$ cat src/rtl/adder_4bit.sv
// Purpose: registered ripple-carry adder, s = a + b + cin, with carry-out and signed-overflow flags.
// Latency: 1 core clock; operands sampled on edge N appear on s/cout/ovf after edge N, one result per cycle.
// Backpressure: none; free-running datapath with no handshake, so every cycle yields a new result.
module adder_4bit #(
  parameter int WIDTH = 4
) (
  input  logic             clk,
  input  logic             rst,
  input  logic             cin,
  input  logic [WIDTH-1:0] a,
  input  logic [WIDTH-1:0] b,
  output logic [WIDTH-1:0] s,
  output logic             cout,
  output logic             ovf
);

  // c[i] is the carry into bit i; c[WIDTH] is the carry out of the MSB cell
  logic [WIDTH:0]   c;
  logic [WIDTH-1:0] sum_nxt;
  logic             cout_nxt;
  logic             ovf_nxt;

  // Ripple chain: each loop iteration is one full-adder cell fed by the previous carry
  always_comb begin
    c       = '0;
    sum_nxt = '0;
    c[0]    = cin;
    for (int i = 0; i < WIDTH; i++) begin
      sum_nxt[i] = a[i] ^ b[i] ^ c[i];
      c[i+1]     = (a[i] & b[i]) | (a[i] & c[i]) | (b[i] & c[i]);
    end
    cout_nxt = c[WIDTH];
    // Signed overflow: carry into the MSB disagrees with carry out of the MSB
    ovf_nxt  = c[WIDTH] ^ c[WIDTH-1];
  end

  // Output registers; reset wins over the incoming operands and drops any pending result
  always_ff @(posedge clk) begin
    if (rst) begin
      s    <= '0;
      cout <= 1'b0;
      ovf  <= 1'b0;
    end else begin
      s    <= sum_nxt;
      cout <= cout_nxt;
      ovf  <= ovf_nxt;
    end
  end

endmodule

$ cat config.mk
export PLATFORM = sky130hd
export DESIGN_NAME = adder_4bit
export DESIGN_NICKNAME = d
export VERILOG_FILES = /design/src/rtl/adder_4bit.sv
export SDC_FILE = /design/constraint.sdc
export NUM_CORES = 1
export LEC_CHECK = 0
export CORE_AREA = 2 2 39 41
export DETAILED_ROUTE_END_ITERATION = 8
export DIE_AREA = 0 0 41 43
export PLACE_DENSITY_LB_ADDON = 0.25
export SYNTH_ARGS = -nofsm -noshare
export SYNTH_HDL_FRONTEND = slang
export SYNTH_SLANG_ARGS = --single-unit
$ cat constraint.sdc
create_clock -name clk -period 2.1 [get_ports clk]
set_input_delay 0.42 -clock clk [delete_from_list [all_inputs] [get_ports clk]]
set_output_delay 0.42 -clock clk [all_outputs]
set_load 0.01 [all_outputs]
==> qor.yml <==
status:
  status: "finished, final reports clean"
clock_tree:
  htreeDepth: 1
  cts_buffers: 3
  cts_buffer_depth: 2
  tritoncts: "done"
  root_buffer: "clkbuf_4"
  path_clk_slew_ps: 40
  cts_sinks: 6
  postCtsHoldBufs: 0
  post_cts_buffers: 0
finish:
  fin_area_um2: 479
  final_cells: 60
  nets: 61
  layout_commonest_cell: "clkdlybuf4s50_1"
  layout-drive-gt1-share_pct: 27.3
  num_antenna_cells: 0
  most-common-layout-cells: "13 x clkdlybuf4s50_1, 6 x dfxtp_1, 4 x inv_2, 4 x nor2_1, 4 x fa_2"
  area_growth_pct: 82.4
placed_design:
  dp_cells: 57
  gp_congestion: 0.629
  portBuffers: 16
  dp_slack_ps: -448
  hpwl_um: 366
  place_area_um2: 450
yosys:
  yosys_warnings: 0
  seq_area_frac_synth_pct: 45.7
  syn_inst: 24
  synth_area_leaders: "dfxtp_1 46%, fa_1 30%, inv_1 10%, nor2_1 5.7%, nor2b_1 4.8%"
  avgSynthCellArea_um2: 10.9
  synth.largest_area_cell: "dfxtp_1"
  synth_cell_types: 6
  syn_nets: 39
  synth_top_area_share_pct: 45.7
  ys_ff_latch: 6
  synthesis.area_um2: 263
worst_setup_path:
  critPathKind: "input port to flip-flop"
  start_kind: "input port"
  critical_path_required_ps: 2270
  crit_arrival_ps: 2190
  worstPathMaxFanout: 2
  end_kind: "flip-flop"
routing:
  remaining_drc_errors: 0
  dr.pass1.iters: 1
  num_vias: 206
  viasPerCell: 3.43
  drtIter0Drc: 0
  wl_per_cell_um: 6.35
  drt_wl_total_um: 381
  ant_nets: 0
floorplan:
  top_level_ports: 17
  die_h_um: 43
  initial_core_util_pct: 19.0
  num_rows: 14
  die_w_um: 41
  dieArea_um2: 1760
  coreArea_um2: 1380
sta:
  rsz0062_at_grt: "false"
  slew_headroom_pct: 87.0
  min_period_over_period_pct: 96.2
  worst_slack_ps: 79.3
  setup_viol: 0
  hold_violations: 0
  period_minus_slack_ps: 2020
  fmax_mhz: 495
  tns_ps: 0
  drv_slew: 0
  tightest_slew_ps: 195
power:
  leakage_uw: 0.000209
  peakVddDrop_v: 0.000173
  powerDensity_nw_per_um2: 656
run:
  drv_cap: 0
min_path:
  hp-start: "a[0]"
  whs_endpoint: "s[0]"
  hold_path_class: "input port to flip-flop"
  min_path_cells: 4
grt:
  grt_pass1_wl_um: 627
  grt_max_degree: 7
  grt.overflow.total: 0
  grtUsageTotal_pct: 5.97
  antenna_found_initial: 0
  grt_pass1_vias: 199
## cell families (layout without fill, tap and decap cells)
kind of cell	Yosys count	after routing	share of synthesized area, %
buf+inv	7	27	10.0
fa+ha+maj	4	4	30.5
xor+xnor	1	1	3.33
simple gates	6	6	10.5
flops	6	6	45.7
## synth_stat cells
cell type  number
inv_1           7
dfxtp_1         6
nor2_1          4
fa_1            4
nor2b_1         2
xor2_1          1
## layout make-up
class | count | area [um^2]
clock buffers | 3 | 22.5
well taps | 16 | 20.0
flip-flops and latches | 6 | 120
repair buffers | 17 | 164
multi-input cells | 11 | 126
fillers | 155 | 905
inverters | 7 | 26.3
## report_power, final
group	internal, uW	switching [uW]
registers	128	2.69
clock network	64.2	35.2
logic	53.4	31.2
total	245	69.1
## flip-flops by register name, summed over array words and instances, names as in the netlist
signal / count
cout: 1
ovf: 1
s: 4
## stage by stage
stage	utilization [%]	hold WS, ps	total power [uW]
floorplan	-	487	164
global placement	32.5	1090	217
detailed placement	32.5	1070	217
CTS	34.6	733	324
global route	34.6	776	335
finish	34.6	741	314
## metal layers
| metal | track usage (%) | share of wire, % | vias to the layer above |
|---|---|---|---|
| met5 | 0 | 0 | - |
| li1 | - | - | 106 |
| met2 | 8.44 | 62 | 7 |
| met1 | 4.62 | 31 | 93 |
| met4 | 10.0 | 0 | 0 |
| met3 | 1.57 | 6.3 | 0 |
## how the worst max path moves through the flow
stage                     startpoint    to  slack (ps)  cells past startpoint
final                            cin  s[3]          80                      9
after global routing            a[0]  s[3]           6                      9
after CTS                       a[0]  s[3]          40                      9
after detailed placement        a[0]   ovf        -450                     10
after global placement          a[0]   ovf        -450                     10
after floorplan                 a[0]  s[3]          30                      8
## worst max-delay path, cell delays in order
cell and delay (ps):
dlygate4sd2_1 230, inv_2 60, fa_2 190, inv_2 30
fa_2 330, fa_2 350, inv_2 60, fa_2 410
nor2_1 100
## repair_timing
action | in CTS | in global routing
pin swaps | 4 | 4
resized for setup | 11 | 0
endpoints found under the setup margin | 3 | 1
No activity file was read; power rests on OpenSTA's default activity.
==> variant 1: new RTL, same settings <==
`WIDTH`: 4 -> 5.
--- a/src/rtl/adder_4bit.sv
+++ b/src/rtl/adder_4bit.sv
@@ -4,3 +4,3 @@
 module adder_4bit #(
-  parameter int WIDTH = 4
+  parameter int WIDTH = 5
 ) (
Interface: changed (resized a, b and s); port bits go from 17 to 20. The function was not compared with the original's and may differ.
==> variant 1 against the unedited design <==
- the flow now finishes with violations (negative setup slack)
- utilization grew 8.7 points
- critical path depth grew 1
- synthesized area grew 18%
- power grew 20%
- setup slack lost 0.20 ns
- cell area grew 25%
- wire length grew 26%
- count of clock-buffer cells in the layout grew 1
- sequential cell count grew 1
- sequential power grew 18%
- worst hold slack lost 0.17 ns
- largest cell class unchanged
==> variant 1: results (changes against the unedited design) <==
| Metric | Value |
|---|---|
| Status | `finished with violations` |
| Post-CTS Setup Bufs | `1 (+1)` |
| Setup-failing EPs final | `2 (+2)` |
| Signal buffers share of area | `35.70% (+1.5 points)` |
| GPL Wtd Cong | `0.6386 (+1.5%)` |
| Sequential cell area | `140.1 sq um (+17%)` |
| Sw Share | `22.24% (+0.25 points)` |
| Vias in the first global route | `191 (-4.0%)` |
| Total Wirelength | `479 um (+26%)` |
| CTS resizes | `21 (+10)` |
| Slew HR | `84.63% (-2.3 points)` |
| Setup TNS | `-0.1760 ns (-0.1760 ns)` |
| Worst setup path start | `a[0]` |
| Multi-Input Combinational | `13 (+2)` |
| Peak VDD IR | `183.7 uV (+6.2%)` |
| Via count | `243 (+18%)` |
| 1st-iter DRT viols | `3 (+3)` |
| WL/cell | `7.044 um (+11%)` |
| WHS | `0.5745 ns (-0.1666 ns)` |
| Lkg Pwr | `0.2535 nW (+21%)` |
| Gate Count Post-Synth | `27 (+13%)` |
| Failing checks | `negative setup slack` |
| Drt pass-1 iters | `3 (+2)` |
| Final setup margin | `-0.1227 ns (-0.2020 ns)` |
| Cells after DPL | `63 (+11%)` |
| Syn_nets | `45 (+15%)` |
| Sequential power | `0.153 mW (+18%)` |
| First-pass GRT wire length | `703 um (+12%)` |
| Clock network area share | `4.384% (-0.32 points)` |
| Clk_buf instances | `4 (+1)` |
| Hold path start | `cin` |
| DP Wirelength | `461.6 um (+26%)` |
==> variant 1: cells by family (layout without fill, tap and decap cells) <==
logic type    after synthesis  count (layout)  share of synthesized area, %
fa+ha+maj                   5               5                         32.39
buf+inv                     7              32                         8.504
xor+xnor                    1               1                         2.835
flops                       7               7                         45.34
simple gates                7               7                         10.93
==> variant 1: per-layer routing <==
layer | vias to the layer above | share of wire [%] | track usage [%] | wire length (um)
met5 | - | 0 | 0 | 0
met4 | 0 | 2.5 | 10.00 | 12
met3 | 2 | 10 | 1.571 | 50
met2 | 12 | 54 | 8.750 | 258
met1 | 103 | 33 | 6.645 | 157
li1 | 126 | - | - | -
==> variant 1: per-stage QoR <==
stage	util [%]	instance area, sq um
6_report	43.31	599.3
5_1_grt	43.31	599.3
4_1_cts	43.31	599.3
3_5_place_dp	40.24	556.8
3_3_place_gp	40.24	556.8
2_1_floorplan	-	339.1
==> variant 2: new RTL, same flow settings <==
Without the edit above. Register the inputs `cin`, `a` and `b` before use, with the module's reset. The logic sees them one clock later. Comments in the files are not updated.
--- a/src/rtl/adder_4bit.sv
+++ b/src/rtl/adder_4bit.sv
@@ -16,2 +16,18 @@
 
+  logic cin_q;
+  logic [WIDTH-1:0] a_q;
+  logic [WIDTH-1:0] b_q;
+
+  always_ff @(posedge clk) begin
+    if (rst) begin
+      cin_q <= '0;
+      a_q   <= '0;
+      b_q   <= '0;
+    end else begin
+      cin_q <= cin;
+      a_q   <= a;
+      b_q   <= b;
+    end
+  end
+
   // c[i] is the carry into bit i; c[WIDTH] is the carry out of the MSB cell
@@ -26,6 +42,6 @@
     sum_nxt = '0;
-    c[0]    = cin;
+    c[0]    = cin_q;
     for (int i = 0; i < WIDTH; i++) begin
-      sum_nxt[i] = a[i] ^ b[i] ^ c[i];
-      c[i+1]     = (a[i] & b[i]) | (a[i] & c[i]) | (b[i] & c[i]);
+      sum_nxt[i] = a_q[i] ^ b_q[i] ^ c[i];
+      c[i+1]     = (a_q[i] & b_q[i]) | (a_q[i] & c[i]) | (b_q[i] & c[i]);
     end
Function: changed (a bounded check fails within 4 cycles, from zero or initial values and one cycle with rst high).
==> variant 2 against the unedited design <==
- synthesized area is 100% higher
- utilization is 19 points higher
- wire length is 67% higher
- sequential cell count is 9 higher
- worst hold slack worse by 0.15 ns
- power is 75% higher
- cell area is 56% higher
- setup slack better by 0.041 ns
- largest power group unchanged
==> variant 2: results (changes against the unedited design) <==
| Metric | Value |
|---|---|
| Synth cell count leaders | `15 x dfxtp_1, 7 x inv_1, 6 x nor2b_2, 5 x and2b_2` |
| Worst-path fanout max | `2 (unchanged)` |
| Post-DP Area | `714.4 sq um (+59%)` |
| Peak VDD IR | `313.3 uV (+81%)` |
| GRT Resource Usage Total | `9.908% (+3.9 points)` |
| # fillers | `125 (-19%)` |
| Hold WC Path Type | `flip-flop to flip-flop` |
| First-pass GRT wire length | `1048 um (+67%)` |
| Final hold violations | `0 (unchanged)` |
| Layout Skew | `0.001039 ns` |
| Ant. Diodes | `0 (unchanged)` |
| Status | `completed` |
| Initial antenna violation count | `0 (unchanged)` |
| Worst-path clk slew | `0.08 ns (+0.04 ns)` |
| CTS Root Cell | `clkbuf_4` |
| Number of buffers created by CTS | `3 (unchanged)` |
| GRT met1 Usage | `11.56% (+6.9 points)` |
| Largest net degree at the start of global routing | `12 (+5)` |
| Vias in the first global route | `281 (+41%)` |
| Worst-Skew Late Latency | `roughly 0.28 ns` |
| Lkg Pwr | `0.3103 nW (+48%)` |
| Largest registers | `a_q: 4 flops, b_q: 4 flops, s: 4 flops` |
| Syn_nets | `58 (+49%)` |
| Seq/Total Area, Yosys | `55.81% (+10 points)` |
| Via count | `320 (+55%)` |
| Area contributors post-synth | `dfxtp_1 56%, fa_1 15%, nor2b_2 9.8%` |
| Nets | `79 (+30%)` |
| Asr flop ratio synth | `0% (unchanged)` |
| Clk buf depth | `2 (unchanged)` |
| Share of layout cells above drive strength 1 | `26.98% (-0.29 points)` |
| 1st-iter DRT viols | `0 (unchanged)` |
| Met2 usage | `11.25% (+2.8 points)` |
| Port Buffers | `16 (unchanged)` |
| Post-CTS Setup Bufs | `0 (unchanged)` |
| GPL Wtd Cong | `0.6720 (+6.9%)` |
| Drt pass-1 iters | `1 (unchanged)` |
| Warnings from Yosys | `0 (unchanged)` |
| Count of unique library cells instantiated by Yosys | `8 (+2)` |
| CP arrival | `about 2.2 ns` |
| Slew HR | `76.11% (-11 points)` |
| H-tree Lvls | `1 (unchanged)` |
| WL/cell | `8.038 um (+27%)` |
| Global-route met3 utilization | `6.283% (+4.7 points)` |
[variant 2: cell families after synthesis]
| logic type | Yosys count | synth area share, % |
|---|---|---|
| AND/OR/NAND/NOR | 15 | 20.70 |
| flip-flops | 15 | 55.81 |
| buffers and inverters | 8 | 6.977 |
| adder cells (fa/ha/maj) | 4 | 14.88 |
| XOR/XNOR | 1 | 1.628 |
[variant 2: final cells by class]
| class | count | area (sq um) | share of cell area, % |
|---|---|---|---|
| inverters | 7 | 26.28 | 3.523 |
| repair buffers | 17 | 167.7 | 22.48 |
| clock buffers | 4 | 26.28 | 3.523 |
| multi-input cells | 20 | 205.2 | 27.52 |
| well taps | 16 | 20.02 | 2.685 |
| flip-flops and latches | 15 | 300.3 | 40.27 |
[variant 2: what timing repair did]
action / 4_1_cts / 5_1_grt
setup endpoints to repair: 0 / 2
hold endpoints to repair: 0 / 0
resized for setup: 0 / 2
[variant 2: per-layer routing]
metal  routed length, um  up-vias  share of wire [%]
met2                 273       15                 43
li1                    -      161                  -
met4                  23        0                3.6
met3                  60        3                9.4
met1                 278      141                 44
met5                   0        -                  0
[variant 2: power breakdown]
| part | switching, mW | total, mW | internal, mW | leakage (nW) |
|---|---|---|---|---|
| Sequential | 0.00567 | 0.309 | 0.303 | 0.125 |
| Combinational | 0.0259 | 0.0779 | 0.0520 | 0.171 |
| Clock | 0.0896 | 0.163 | 0.0738 | 0.0150 |
[variant 2: path summary, 6_finish.rpt]
kind,startpoint,endpoint,slack [ns],depth (start not counted)
setup / recovery,cin_q,s[3],0.12,8
hold / removal,b_q[0],s[0],0.59,3
setup reg to reg,cin_q,s[3],0.12,8
hold reg to reg,b_q[0],s[0],0.59,3
[variant 2: worst max-delay path: stages (launching register included)]
cell	delay [ns]
dfxtp_1	0.31
inv_1	0.07
fa_1	0.16
inv_1	0.04
fa_1	0.38
fa_2	0.36
inv_1	0.08
fa_2	0.42
nor2_1	0.10
[variant 2: per-stage QoR]
stage | utilization (%) | cells | worst slack [ns]
final | 53.89 | 79 | 0.1207
after global routing | 53.89 | 79 | 0.03758
after floorplan | - | 43 | 0.1726
after CTS | 53.53 | 79 | 0.05700
after global placement | 51.63 | 75 | 0.1054
after detailed placement | 51.63 | 75 | 0.08089
